--- config.mk ---
export PLATFORM = sky130hd
export DESIGN_NAME = fetch_unit
export DESIGN_NICKNAME = d
export VERILOG_FILES = /design/src/rtl/risc_pkg.sv /design/src/rtl/fetch_out_buf.sv /design/src/rtl/fetch_unit.sv
export SDC_FILE = /design/constraint.sdc
export NUM_CORES = 1
export LEC_CHECK = 0
export ABC_AREA = 1
export CAP_MARGIN = 20
export CORE_MARGIN = 1
export CORE_UTILIZATION = 45
export CTS_CLUSTER_DIAMETER = 80
export DETAILED_ROUTE_END_ITERATION = 10
export GPL_TIMING_DRIVEN = 0
export PLACE_DENSITY = 0.84
export REMOVE_ABC_BUFFERS = 1
export SKIP_CTS_REPAIR_TIMING = 1
export SYNTH_ARGS = -nofsm -noshare
export SYNTH_HDL_FRONTEND = slang
export SYNTH_SLANG_ARGS = --single-unit
--- constraint.sdc ---
create_clock -name clk -period 5.1 [get_ports clk]
set_input_delay 0.51 -clock clk [delete_from_list [all_inputs] [get_ports clk]]
set_output_delay 0.51 -clock clk [all_outputs]
set_load 0.02 [all_outputs]
--- src/rtl/risc_pkg.sv ---
// Shared RISC_1 core definitions: datapath width, PC increment, fetch FSM states and word helpers.
package risc_pkg;

  localparam int unsigned XLEN   = 32;
  localparam int unsigned PC_INC = 4;

  localparam logic [31:0] RESET_PC_DEFAULT = 32'h0000_0000;

  typedef logic [XLEN-1:0] word_t;

  typedef enum logic [1:0] {
    IDLE,
    REQ,
    WAIT,
    DRAIN
  } fetch_state_t;

  // Instruction addresses are always word aligned; the low two bits are dropped.
  function automatic word_t align_word(input word_t a);
    return {a[XLEN-1:2], 2'b00};
  endfunction

endpackage

--- src/rtl/fetch_out_buf.sv ---
// One-entry output slot between fetch and decode: load wins over drain, flush wins over both.
module fetch_out_buf
  import risc_pkg::*;
(
  input  logic            i_clk,
  input  logic            i_rst,
  input  logic            i_load,
  input  logic            i_drain,
  input  logic            i_flush,
  input  logic [XLEN-1:0] i_instr,
  input  logic [XLEN-1:0] i_pc,
  output logic            o_valid,
  output logic [XLEN-1:0] o_instr,
  output logic [XLEN-1:0] o_pc,
  output logic [XLEN-1:0] o_pc_plus4
);

  logic            r_valid;
  logic [XLEN-1:0] r_instr;
  logic [XLEN-1:0] r_pc;
  logic [XLEN-1:0] r_pc_plus4;

  always_ff @(posedge i_clk or posedge i_rst) begin
    if (i_rst) begin
      r_valid    <= 1'b0;
      r_instr    <= '0;
      r_pc       <= '0;
      r_pc_plus4 <= '0;
    end else if (i_flush) begin
      r_valid <= 1'b0;
    end else if (i_load) begin
      r_valid    <= 1'b1;
      r_instr    <= i_instr;
      r_pc       <= i_pc;
      r_pc_plus4 <= i_pc + XLEN'(PC_INC);
    end else if (i_drain) begin
      r_valid <= 1'b0;
    end
  end

  assign o_valid    = r_valid;
  assign o_instr    = r_instr;
  assign o_pc       = r_pc;
  assign o_pc_plus4 = r_pc_plus4;

endmodule

--- src/rtl/fetch_unit.sv ---
// RISC_1 instruction-fetch stage: PC, imem valid/ready requests, redirect handling, one-entry output.
// Defining FETCH_PERF_CNT_EN adds the fetch_count port counting decode handshakes.
module fetch_unit #(
  parameter logic [31:0] RESET_PC = risc_pkg::RESET_PC_DEFAULT,
  parameter int unsigned XLEN     = risc_pkg::XLEN
) (
  input  logic            clk,
  input  logic            rst,
  output logic            imem_req_valid,
  input  logic            imem_req_ready,
  output logic [XLEN-1:0] imem_addr,
  input  logic            imem_rsp_valid,
  input  logic [XLEN-1:0] imem_rsp_data,
  output logic            out_valid,
  input  logic            out_ready,
  output logic [XLEN-1:0] out_instr,
  output logic [XLEN-1:0] out_pc,
  output logic [XLEN-1:0] out_pc_plus4,
  input  logic            redirect_valid,
  input  logic [XLEN-1:0] redirect_pc
`ifdef FETCH_PERF_CNT_EN
  ,
  output logic [31:0]     fetch_count
`endif
);

  import risc_pkg::*;

  fetch_state_t    r_state;
  logic [XLEN-1:0] r_pc;

  logic            w_slot_free;
  logic            w_req_valid;
  logic            w_accept;
  logic            w_drain;
  logic            w_load;
  logic [XLEN-1:0] w_pc_plus4;
  logic [XLEN-1:0] w_redir_pc;

  // A request may only go out when its response is guaranteed a free slot.
  assign w_drain     = out_valid && out_ready;
  assign w_slot_free = !out_valid || out_ready;
  assign w_req_valid = (r_state == REQ) && w_slot_free;
  assign w_accept    = w_req_valid && imem_req_ready;
  assign w_load      = (r_state == WAIT) && imem_rsp_valid && !redirect_valid;
  assign w_pc_plus4  = r_pc + XLEN'(PC_INC);
  assign w_redir_pc  = align_word(redirect_pc);

  assign imem_req_valid = w_req_valid;
  assign imem_addr      = r_pc;

  always_ff @(posedge clk or posedge rst) begin
    if (rst) begin
      r_state <= IDLE;
      r_pc    <= RESET_PC;
    end else begin
      if (redirect_valid) begin
        r_pc <= w_redir_pc;
      end else if (w_load) begin
        r_pc <= w_pc_plus4;
      end

      // Redirect with a response still owed sends us to DRAIN to discard it.
      case (r_state)
        IDLE:    r_state <= REQ;
        REQ:     if (w_accept) r_state <= redirect_valid ? DRAIN : WAIT;
        WAIT: begin
          if (imem_rsp_valid)      r_state <= REQ;
          else if (redirect_valid) r_state <= DRAIN;
        end
        DRAIN:   if (imem_rsp_valid) r_state <= REQ;
        default: r_state <= IDLE;
      endcase
    end
  end

  fetch_out_buf u_out_buf (
    .i_clk      (clk),
    .i_rst      (rst),
    .i_load     (w_load),
    .i_drain    (w_drain),
    .i_flush    (redirect_valid),
    .i_instr    (imem_rsp_data),
    .i_pc       (r_pc),
    .o_valid    (out_valid),
    .o_instr    (out_instr),
    .o_pc       (out_pc),
    .o_pc_plus4 (out_pc_plus4)
  );

`ifdef FETCH_PERF_CNT_EN
  logic [31:0] r_fetch_count;

  always_ff @(posedge clk or posedge rst) begin
    if (rst) begin
      r_fetch_count <= '0;
    end else if (w_drain) begin
      r_fetch_count <= r_fetch_count + 32'd1;
    end
  end

  assign fetch_count = r_fetch_count;
`endif

endmodule

==> metrics.cfg <==
[critical_path]
worstSetupPathType=flop to flop
worstPathMaxFanout=75
crit_required_ns=5.45
start_kind=flop
cp_top_family=buffers and inverters
slowest_delay_ns=0.39
cp-end-kind=flop
r2r_slack_ns=2.59
cp_slowest_cell=dfrtp_1
critPathBufInv=5
crit_chain=inv_1 -> ha_1 -> nand2_1 -> inv_1 -> nand2_4 -> buf_16 -> inv_2 -> buf_12 -> nand3_1 -> nand3_1
arrival_ns=2.86

[logic_synthesis]
ys_seq_elements=125
yosysMostFrequentCell=nand2_1
synth.distinct_cells=28
yosysSeqAreaShare_pct=54.6
synthFlopType=dfrtp_1
synth.top_cell.area_share_pct=54.6
synth_common_cells=325 x nand2_1, 125 x dfrtp_1, 54 x o21ai_0
syn_area_sq_mm=0.00572
synth_edf_count=0
avgSynthCellArea_sq_um=8.01
yosys_warnings=0
syn_inst=715
yosys.area.top_type=dfrtp_1
synth.area.top_cells=dfrtp_1 55%, nand2_1 21%, o21ai_0 4.7%
ys_async_sr_fraction_pct=100

[job]
max_cap_viol_count=0

[floorplanning]
fp.dieH_um=115
core_sq_mm=0.0122
fp-row-count=40
die_x_um=115
floorplan.die_area_sq_mm=0.0132
io-pin-count=200
start_util_pct=46.9

[timing]
hold_viol=0
setup_violations=0
slew_violations=0
finalClockSkew_ns=0.00455
post-route-min-period_ns=2.51
tightest_slew_ns=0.724
slew_headroom_pct=51.7
max_freq_mhz=398
grt_setup_unrepaired=false
finalCritPeriodShare_pct=49.2

[clock_tree]
htree_levels=4
root_buffer=clkbuf_16
clock-sinks=125
path_clk_slew_ns=0.05
cts_tree=built
clk-insertion-delay-late_ns=0.42
numCtsBuffers=17
clk_path_buf_depth=2

[drt]
routed_wl_mm=15.7
firstDrtPassIters=7
avgViaCountPerCell=4.85
antenna_left=0
vias=5255
drt_iter0_markers=339
post-route-drc-count=0
detail_route.wl_per_cell_um=14.5

[finish]
regArea_sq_mm=0.00313
syn_to_final_growth_pct=46.2
finalNetCount=977
instances_no_fill=1083
n_antenna_cell=0
stdcell_area_sq_mm=0.00837
nFillCells=1001
drive_gt1_share_pct=6.56
multi_input_area_sq_mm=0.00225

[status]
outcome=finished clean

[worst_hold_path]
hp-class=flop to flop

[global_route]
antenna_found_initial=1
grt_pass1_vias=5059
gr-total-overflow=0
grt_usage_pct=25.5
grt_pass1_wl_mm=25.5
grt_max_degree=76

[placement]
hpwl_mm=10.8
dp_cells=1052
port_buffers=191
gp_congestion=0.812
placed_area_sq_mm=0.00778

[pwr]
p_leak_nw=4.06
powerDensity_mw_per_mm2=571
vdd_drop_max_uv=381

[power by group]
group	leakage, nW	switching (W)	internal, W	total (W)
Clock	0.296	0.000417	0.000776	0.00119
Sequential	1.58	0.000257	0.00138	0.00164
Combinational	2.18	0.00103	0.000909	0.00194
[worst min-delay path: stages, from the launching register on]
cell     delay [ns]
dfrtp_1        0.33
nand2_1        0.05
nand2_1        0.05
[metrics by stage]
stage	power [W]	setup slack, ns	utilization, %	hold WS (ns)	TNS (ns)
after floorplan	0.00257	1.26	-	0.558	0
after global placement	0.00354	-0.516	63.1	0.461	-96.35
after detailed placement	0.00359	2.20	63.7	0.464	0
after CTS	0.00481	2.58	68.5	0.479	0
after global routing	0.00504	2.35	68.5	0.491	0
final	0.00478	2.59	68.5	0.472	0
[cell type report]
class | instances | area share [%]
sequential | 125 | 37.4
multi-input combinational | 509 | 26.9
timing repair buffer | 194 | 23.7
clock buffer | 24 | 5.99
inverter | 56 | 2.57
tap | 168 | 2.51
clock inverter | 7 | 1.02
[worst paths after layout]
kind	startpoint	to	cells after the start
worst max-delay path	r_state[0]	imem_addr[18]	10
worst min-delay path	u_out_buf.o_instr[19]	u_out_buf.o_instr[19]	2
worst max register to register	r_state[0]	imem_addr[18]	10
worst min register to register	u_out_buf.o_instr[19]	u_out_buf.o_instr[19]	2
max in group asynchronous	rst	u_out_buf.o_pc_plus4[18]	3
min in group asynchronous	rst	u_out_buf.o_instr[14]	2
[per-layer routing]
metal | up-vias | GRT usage, % | routed length (um)
li1 | 2585 | - | -
met1 | 2475 | 32.1 | 6810
met2 | 173 | 41.7 | 7560
met3 | 20 | 7.70 | 1110
met4 | 2 | 9.44 | 206
met5 | - | 0 | 11
[sequential cells by signal (all words and copies together) (netlist names)]
| register | cells |
|---|---|
| r_state | 2 |
| u_out_buf.o_instr | 32 |
| u_out_buf.o_pc_plus4 | 30 |
| imem_addr | 30 |
| u_out_buf.o_valid | 1 |
| u_out_buf.o_pc | 30 |
[cell usage in the layout (no fill, tap or decap), types with 4 or more instances in the layout]
cell type          n
o21ai_0           54
nor2_2             6
nand2_1          325
inv_1             52
nand3_1           46
nor2_4             8
clkinv_2           5
conb_1             6
clkbuf_8           5
nor2_1            29
dfrtp_1          125
clkdlybuf4s50_1  190
a21oi_1            7
nand2_2            4
ha_1               4
clkbuf_16         17
[cell families (layout without fill, tap and decap cells)]
| group | count (synthesis) | after routing | synth area share [%] |
|---|---|---|---|
| and+or+nand+nor | 428 | 428 | 31.3 |
| DFF | 125 | 125 | 54.6 |
| buffers and inverters | 86 | 281 | 6.51 |
| AOI/OAI and AO/OA | 67 | 67 | 6.01 |
| adders and majority gates | 4 | 4 | 0.874 |
| xor gates and xnor gates | 4 | 4 | 0.612 |
| other | 1 | 6 | 0.0655 |
Power figures use the tool's default switching activity.
